[src/rtl/motor_pkg.sv]
// Shared motor-control types: commutation FSM states and Hall code decoding.
package motor_pkg;

    typedef enum logic [1:0] {
        S_INIT,
        S_RUN,
        S_STALL
    } state_t;

    localparam logic [2:0] IDX_INVALID = 3'd7;
    localparam logic [2:0] N_SECTORS   = 3'd6;

    // Forward sequence 1,3,2,6,4,5 maps to sectors 0..5; codes 0 and 7 are impossible.
    function automatic logic [2:0] hall_to_idx(input logic [2:0] code);
        case (code)
            3'd1:    return 3'd0;
            3'd3:    return 3'd1;
            3'd2:    return 3'd2;
            3'd6:    return 3'd3;
            3'd4:    return 3'd4;
            3'd5:    return 3'd5;
            default: return IDX_INVALID;
        endcase
    endfunction

    function automatic logic [2:0] idx_next(input logic [2:0] idx);
        return (idx == N_SECTORS - 3'd1) ? 3'd0 : idx + 3'd1;
    endfunction

    function automatic logic [2:0] idx_prev(input logic [2:0] idx);
        return (idx == 3'd0) ? N_SECTORS - 3'd1 : idx - 3'd1;
    endfunction

endpackage

[src/rtl/hall_filter.sv]
// Two-flop synchroniser and debounce for the Hall lines; strobes accept for one
// cycle when a new code has been stable long enough.
module hall_filter #(
    parameter int K_FILTWIDTH = 4
) (
    input  logic                   clk,
    input  logic                   rst_n,
    input  logic [2:0]             hall,
    input  logic [K_FILTWIDTH-1:0] param_filter,
    output logic [2:0]             code,
    output logic                   accept
);

    logic [2:0]             sync1;
    logic [2:0]             sync2;
    logic [2:0]             cand;
    logic [2:0]             acc_code;
    logic [K_FILTWIDTH-1:0] cnt;

    // NOTE: sequential state uses non-blocking assignments only, so every flop samples pre-edge values.
    always_ff @(posedge clk or negedge rst_n) begin
        if (!rst_n) begin
            sync1    <= '0;
            sync2    <= '0;
            cand     <= '0;
            acc_code <= '0;
            cnt      <= '0;
        end else begin
            sync1 <= hall;
            sync2 <= sync1;
            if (sync2 != cand) begin
                cand <= sync2;
                cnt  <= '0;
            end else if (cnt != '1) begin
                cnt <= cnt + 1'b1;
            end
            if (accept) begin
                acc_code <= cand;
            end
        end
    end

    // Comparing with >= lets a lowered filter setting take effect on a code already being counted.
    assign accept = (sync2 == cand) && (cnt >= param_filter) && (cand != acc_code);
    assign code   = cand;

endmodule

[src/rtl/hall_step_detect.sv]
// Hall sensor step decoder: sequence check, step pulse, period, direction, stall and fault.
// Optional macro HALL_STEP_REVERSE_EN accepts reverse steps; otherwise they are faults.
module hall_step_detect
    import motor_pkg::*;
#(
    parameter int K_BUFWIDTH  = 13,
    parameter int K_FILTWIDTH = 4
) (
    input  logic                   i_clk,
    input  logic                   i_rst_n,
    input  logic [2:0]             i_hall,
    input  logic [K_FILTWIDTH-1:0] i_param_filter,
    input  logic                   i_clear_err,
    output logic                   o_next_step,
    output logic [2:0]             o_step_idx,
    output logic                   o_dir,
    output logic [K_BUFWIDTH-1:0]  o_step_period,
    output logic                   o_stall,
    output logic                   o_err
);

    localparam logic [K_BUFWIDTH-1:0] PERIOD_MAX = '1;

    state_t                state;
    logic [K_BUFWIDTH-1:0] period_cnt;
    logic [2:0]            code;
    logic                  accept;
    logic [2:0]            new_idx;
    logic                  is_fwd;
    logic                  is_rev;
    logic                  sat;

    hall_filter #(
        .K_FILTWIDTH(K_FILTWIDTH)
    ) u_filter (
        .clk         (i_clk),
        .rst_n       (i_rst_n),
        .hall        (i_hall),
        .param_filter(i_param_filter),
        .code        (code),
        .accept      (accept)
    );

    assign new_idx = hall_to_idx(code);
    assign is_fwd  = (new_idx == idx_next(o_step_idx));
    assign sat     = (period_cnt == PERIOD_MAX);

`ifdef HALL_STEP_REVERSE_EN
    logic dir;

    assign is_rev = (new_idx == idx_prev(o_step_idx));
    assign o_dir  = dir;

    always_ff @(posedge i_clk or negedge i_rst_n) begin
        if (!i_rst_n) begin
            dir <= 1'b1;
        end else if (accept && state != S_INIT && new_idx != IDX_INVALID && (is_fwd || is_rev)) begin
            dir <= is_fwd;
        end
    end
`else
    assign is_rev = 1'b0;
    assign o_dir  = 1'b1;
`endif

    // Faults are assigned after the clear, so a fault in the same cycle keeps o_err set.
    always_ff @(posedge i_clk or negedge i_rst_n) begin
        if (!i_rst_n) begin
            state         <= S_INIT;
            period_cnt    <= '0;
            o_next_step   <= 1'b0;
            o_step_idx    <= 3'd0;
            o_step_period <= PERIOD_MAX;
            o_stall       <= 1'b1;
            o_err         <= 1'b0;
        end else begin
            o_next_step <= 1'b0;
            if (!sat) begin
                period_cnt <= period_cnt + 1'b1;
            end
            if (i_clear_err) begin
                o_err <= 1'b0;
            end

            if (accept) begin
                if (new_idx == IDX_INVALID) begin
                    o_err   <= 1'b1;
                    state   <= S_INIT;
                    o_stall <= 1'b1;
                end else if (state == S_INIT) begin
                    o_step_idx <= new_idx;
                    state      <= S_STALL;
                    o_stall    <= 1'b1;
                end else if (is_fwd || is_rev) begin
                    o_next_step <= 1'b1;
                    o_step_idx  <= new_idx;
                    period_cnt  <= K_BUFWIDTH'(1);
                    // A saturated counter means the last interval is meaningless; keep the old period.
                    if (state == S_RUN && !sat) begin
                        o_step_period <= period_cnt;
                    end
                    state   <= S_RUN;
                    o_stall <= 1'b0;
                end else begin
                    o_err      <= 1'b1;
                    o_step_idx <= new_idx;
                    state      <= S_STALL;
                    o_stall    <= 1'b1;
                end
            end else if (sat && state == S_RUN) begin
                state   <= S_STALL;
                o_stall <= 1'b1;
            end
        end
    end

endmodule

[config.mk]
export PLATFORM = sky130hd
export DESIGN_NAME = hall_step_detect
export DESIGN_NICKNAME = d
export VERILOG_FILES = /design/src/rtl/motor_pkg.sv /design/src/rtl/hall_filter.sv /design/src/rtl/hall_step_detect.sv
export SDC_FILE = /design/constraint.sdc
export NUM_CORES = 1
export LEC_CHECK = 0
export BUFFER_PORTS_ARGS = -buffer_cell sky130_fd_sc_hd__buf_2
export CORE_ASPECT_RATIO = 1.25
export CORE_UTILIZATION = 64
export CTS_BUF_LIST = sky130_fd_sc_hd__clkbuf_8
export DETAILED_ROUTE_END_ITERATION = 6
export PLACE_DENSITY = 0.87
export SKIP_CTS_REPAIR_TIMING = 1
export SLEW_MARGIN = 40
export SYNTH_ARGS = -nofsm -noshare
export SYNTH_HDL_FRONTEND = slang
export SYNTH_SLANG_ARGS = --single-unit
[constraint.sdc]
create_clock -name i_clk -period 5.9 [get_ports i_clk]
set_input_delay 0.295 -clock i_clk [delete_from_list [all_inputs] [get_ports i_clk]]
set_output_delay 0.295 -clock i_clk [all_outputs]
set_load 0.01 [all_outputs]
[After elaboration in Yosys (flattened, before gate mapping)]
Cells that the tools add are included.
Operators by class
  add/subtract/negate cells: 3
  $mul: 0
  div/mod/pow operators: 0
  order comparisons: 1
  equality and inequality tests: 15
  shift-type cells: 0
  multiplexer cells: 28
  bitwise operators: 2
  reductions and logical operators: 10
Operators with widths (number)
  13-bit two-way mux: 5
  3-bit case mux with 6 select lines: 1
  3-bit equality test, second input constant: 5
  1-bit two-way mux: 14
  13-bit by 1-bit adder with 13-bit output, second input constant: 1
  13-bit equality test, second input constant: 1
  2-bit two-way mux: 5
  4-bit two-way mux: 2
  3-bit by 2-bit equality test with 1-bit output, second input constant: 2
  3-bit equality test: 2
  3-bit != test: 2
  5-bit AND reduction: 1
  4-bit by 1-bit adder with 4-bit output, second input constant: 1
  4-bit greater-or-equal comparator: 1
  1-bit logical AND: 4
  4-bit != test, second input constant: 1
  2-bit nonzero test: 2
  3-bit by 1-bit adder with 3-bit output, second input constant: 1
  3-bit by 1-bit equality test with 1-bit output, second input constant: 1
  3-bit two-way mux: 1
  2-bit by 1-bit equality test with 1-bit output, second input constant: 1
  2-bit zero test: 1
  1-bit NOT: 2
  2-bit AND reduction: 1
  1-bit zero test: 1
Storage, ports and cells
  register bits: 50
  latch bits: 0
  bits in writable memories: 0
  ROM bits: 0
  input port bits: 10
  output and inout port bits: 20
  logic and storage cells: 71
  memories kept: 0

[Logic depth before layout (Yosys ltp)]
  word-level depth: 7
  depth in mapped cells: 10
  depth with buffers taken out: 8

[Cells and area by module]
A second synthesis with hierarchy kept.
Second synthesis, totals
  cells, all modules: 216
  area total of the unflattened synthesis: 2514.9 um^2
Modules (own cells, without submodules)
  hall_step_detect: instances 1, cells an instance 158, area an instance 1771.7 um^2, sequential area each 868.3 um^2
  hall_filter: instances 1, cells an instance 58, area an instance 743.2 um^2, sequential area each 400.4 um^2

[Worst setup path before layout]
No wires, ideal clock.
  path type: register to register
  start point: register u_filter.cand[1] (netlist: u_filter.code[1])
  end point: register o_step_period[10]
  setup time: 82 ps
  arrival: 2129 ps
  required time: 5818 ps
  path slack: 3689 ps
  stages on the path, launching flop included: 10
  buffers on the path: 3
  period minus slack after synthesis: 2211 ps
  cells stage by stage: dfrtp_1 buf_6 xnor2_2 nand3_2 a31o_1 or2_1 buf_6 nor4_4 buf_6 mux2_4
On the way
  cells in the longest elaborated chain, start to end: 5
  elaborated cells between the ends (all ways): 15
  those cells by class: eq/ne (10); mux (1); bitwise (1); reduce/logical (3)
Ends and longest elaborated chain
  from (decl): line hall_filter.sv:16  | logic [2:0] cand;
  from (signal assigned): line hall_filter.sv:32  | cand <= sync2;
  3-bit equality test (tied with other cells): line motor_pkg.sv:15  | case (code)
  3-bit case mux with 6 select lines: line motor_pkg.sv:15
  3-bit equality test: line hall_step_detect.sv:86  | if (new_idx == IDX_INVALID) begin
  1-bit NOT (no line)
  5-bit AND reduction (no line) (*)
  to (signal assigned): line hall_step_detect.sv:100  | o_step_period <= period_cnt;
  to (decl): line hall_step_detect.sv:17  | output logic [K_BUFWIDTH-1:0] o_step_period,
Every way passes the cells marked *; elsewhere a longest branch is shown, timed or not.
A chain may end at the register's enable or synchronous reset.

[Worst setup path in the final report]
  start point: register u_filter.cand[1] (netlist: u_filter.code[1])
  end point: register o_step_period[1]
Same word-level chain as after synthesis.

==> summary.txt <==
Synth
  – EDFF count, synth: 0
  – Post-synthesis sequential area ratio: 0.5108
  – Post-Syn Nets: 241
  – Post-synth top area cell: dfrtp_1
  – Post-Syn Instances: 225
  – Mean Syn Cell Area: 11.04 sq um
  – Top FF cell, synth: dfrtp_1
  – Top post-synthesis cells by count: 36 x dfrtp_1, 23 x nor2_1, 14 x dfstp_2, 14 x nand2_1, 12 x xnor2_1
  – Yosys top cell area share: 0.3627
  – Cell variety after synth: 50
  – Number of synthesis warnings: 0
  – Async set-reset flop share out of synthesis: 1.000
  – Area contributors post-synth: dfrtp_1 36%, dfstp_2 15%, mux2_4 6.0%
  – Count leader, synth: dfrtp_1
  – Cell area after technology mapping: 2484 sq um
  – Synth Register Bits: 50

STA
  – Setup WS post-layout: 3.142 ns
  – Final Hold Fails: 17
  – Max Slew Vio Count: 0
  – Max Clock Freq: 362.6 MHz
  – RSZ-0062 raised after global routing: no
  – Rel. slew slack: 0.5372
  – Final setup viols: 0
  – Worst Tran Pin Value: 0.6942 ns
  – Crit share post-route: 0.4675
  – Hold slack: -0.01517 ns
  – Final TNS setup: 0 ns
  – Setup Skew: 0.005139 ns
  – Crit path time final: 2.758 ns

Global routing
  – Met2 Track Usage GR: 0.3863
  – GR peak layer: met2
  – Pin count of the biggest net entering global routing: 51
  – GR Util met1: 0.3072
  – Initial antenna violation count: 0
  – GRT Total Usage: 0.2354
  – Gr ovfl total: 0
  – First-pass GRT wire length: 7.431 mm
  – Met3 global-route usage: 0.04693
  – Vias in the first global route: 1694

Die
  – Die area: 4136 sq um
  – FP Rows: 24
  – Die height: 71.65 um
  – Core ar.: 3603 sq um
  – Initial Utilization: 0.6892
  – Die width: 57.72 um
  – IO Pins: 30

Final layout
  – Design area: 2725 sq um
  – Non-filler cells, final: 289
  – Nets: 265
  – Fraction of layout cells with a size suffix above 1: 0.2840
  – P&R area growth vs syn: 9.723%
  – N_diodes: 0

Outcome
  – Failing checks: DRC, hold timing
  – Outcome: complete, but fails checks

Detailed routing
  – Post-route ant nets: 0
  – Final WL: 4.394 mm
  – Via count: 1737
  – DR vias/cell: 6.010
  – First-pass detailed-route iteration total: 6
  – Post-route DRC: 3
  – DR WL/cell: 15.20 um
  – Initial DRC count: 83

Clock network
  – TritonCTS buffer count: 5
  – Clock Path Buffers: 2
  – Clock root buffer: clkbuf_8
  – Worst-path clk slew: 0.09 ns
  – Clk_lat worst skew: 0.31 ns
  – CTS tree: built
  – H-tree depth: 2
  – CTS sink cnt: 50

Placed design
  – Detailed placer's ending HPWL: 3.098 mm
  – Post-Place Cells: 281
  – I/O Buffers: 28
  – Placed inst area: 2613 sq um
  – Gp weighted congestion: 0.8358
  – Place WS: 3.173 ns

Worst setup path
  – Worst setup SP type: flop
  – Crit path kind: flop to flop
  – CP Data Required Time: 6.14 ns
  – FF-to-FF setup slack: 3.14 ns
  – R2r startpoint: u_filter.code[1]$_DFFE_PN0P_
  – Slowest CP cell: dfrtp_1
  – CP Data Arrival Time: 3.00 ns
  – Worst R2R End: o_step_period[1]$_DFFE_PN1P_
  – CP max FO: 18
  – Cells along the critical path: xnor2_2, nand3_2, a31o_1, or2_1, nor4_4, buf_4, mux2_2
  – R2r worst-path depth: 7
  – Setup crit end kind: flop
  – CP peak stage delay: 0.69 ns

Power
  – Leakage: 1.255 nW
  – PwrDens: 318.5 nW/um^2
  – VDD IR max: 0.2093 mV

Run
  – Number of max-cap violations: 0

Worst hold path
  – Hold Path Class: primary input to async pin
-- registers in the layout (all words and copies together) (netlist names) --
signal	count
o_err	1
o_next_step	1
o_stall	1
o_step_idx	3
o_step_period	13
period_cnt	13
state	2
u_filter.acc_code	3
u_filter.cnt	4
u_filter.code	3
u_filter.sync1	3
u_filter.sync2	3
-- per-stage QoR --
| step | power [W] | util |
|---|---|---|
| 2_1_floorplan | 0.0005813 | - |
| 3_3_place_gp | 0.0006170 | 0.7184 |
| 3_5_place_dp | 0.0006306 | 0.7250 |
| 4_1_cts | 0.0008725 | 0.7563 |
| 5_1_grt | 0.0009175 | 0.7563 |
| 6_report | 0.0008679 | 0.7563 |
-- power breakdown --
part | total [W] | switching, W | internal, W | leakage (nW)
registers | 0.000474 | 0.0000719 | 0.000402 | 0.574
logic | 0.000151 | 0.0000764 | 0.0000742 | 0.622
clock network | 0.000243 | 0.000116 | 0.000127 | 0.0585
-- layout make-up --
| cell class | instances | area [sq um] |
|---|---|---|
| clock buffers | 5 | 68.82 |
| clock inverters | 3 | 43.79 |
| fillers | 251 | 878.3 |
| inverters | 9 | 33.78 |
| multi-input cells | 153 | 1104 |
| flip-flops and latches | 50 | 1269 |
| well taps | 39 | 48.80 |
| repair buffers | 30 | 157.7 |
-- per-layer routing --
layer	vias up	part of all wire
met5	-	0
met4	0	0.015
met3	8	0.035
met2	41	0.51
met1	862	0.44
li1	826	-
-- placed cells by master (no fill, tap or decap), drive strengths merged, types with 2 or more instances in the layout --
cell type / n
dfrtp: 36
ha: 6
mux2: 14
nor2: 23
nand4: 3
o21ai: 7
xnor2: 13
mux2i: 2
a31oi: 4
nor3: 10
nand2b: 3
o22ai: 2
and3: 6
dfstp: 14
inv: 10
nand2: 14
buf: 30
xor2: 4
and4: 3
nor4: 2
nor4b: 2
nand3: 11
a21oi: 3
clkbuf: 5
nor2b: 4
-- cell families after synthesis --
kind of cell	after synthesis	share of synthesized area
fa+ha+maj	6	0.03023
compound gates	25	0.06801
flops	50	0.5108
mux	16	0.08665
other cells	1	0.001510
buf+inv	22	0.04735
simple gates	88	0.1925
xor+xnor	17	0.06297
-- how the worst max path moves through the flow --
stage	startpoint	end	slack [ns]
global route	u_filter.code[1]$_DFFE_PN0P_	o_step_period[0]$_DFFE_PN1P_	2.98
finish	u_filter.code[1]$_DFFE_PN0P_	o_step_period[1]$_DFFE_PN1P_	3.14
detailed placement	u_filter.code[1]$_DFFE_PN0P_	o_step_period[1]$_DFFE_PN1P_	3.17
CTS	u_filter.code[1]$_DFFE_PN0P_	o_step_period[1]$_DFFE_PN1P_	3.15
floorplan	u_filter.code[1]$_DFFE_PN0P_	o_step_period[10]$_DFFE_PN1P_	3.69
global placement	u_filter.code[1]$_DFFE_PN0P_	o_step_period[1]$_DFFE_PN1P_	2.79
-- critical path, delay by kind of cell (launching register included) --
family,cells,cell delay (ns)
mux,1,0.34
xor+xnor,1,0.18
compound gates,1,0.23
flops,1,0.69
buf+inv,1,0.23
simple gates,3,1.01
Note: power is estimated with default switching activity, not from simulation.
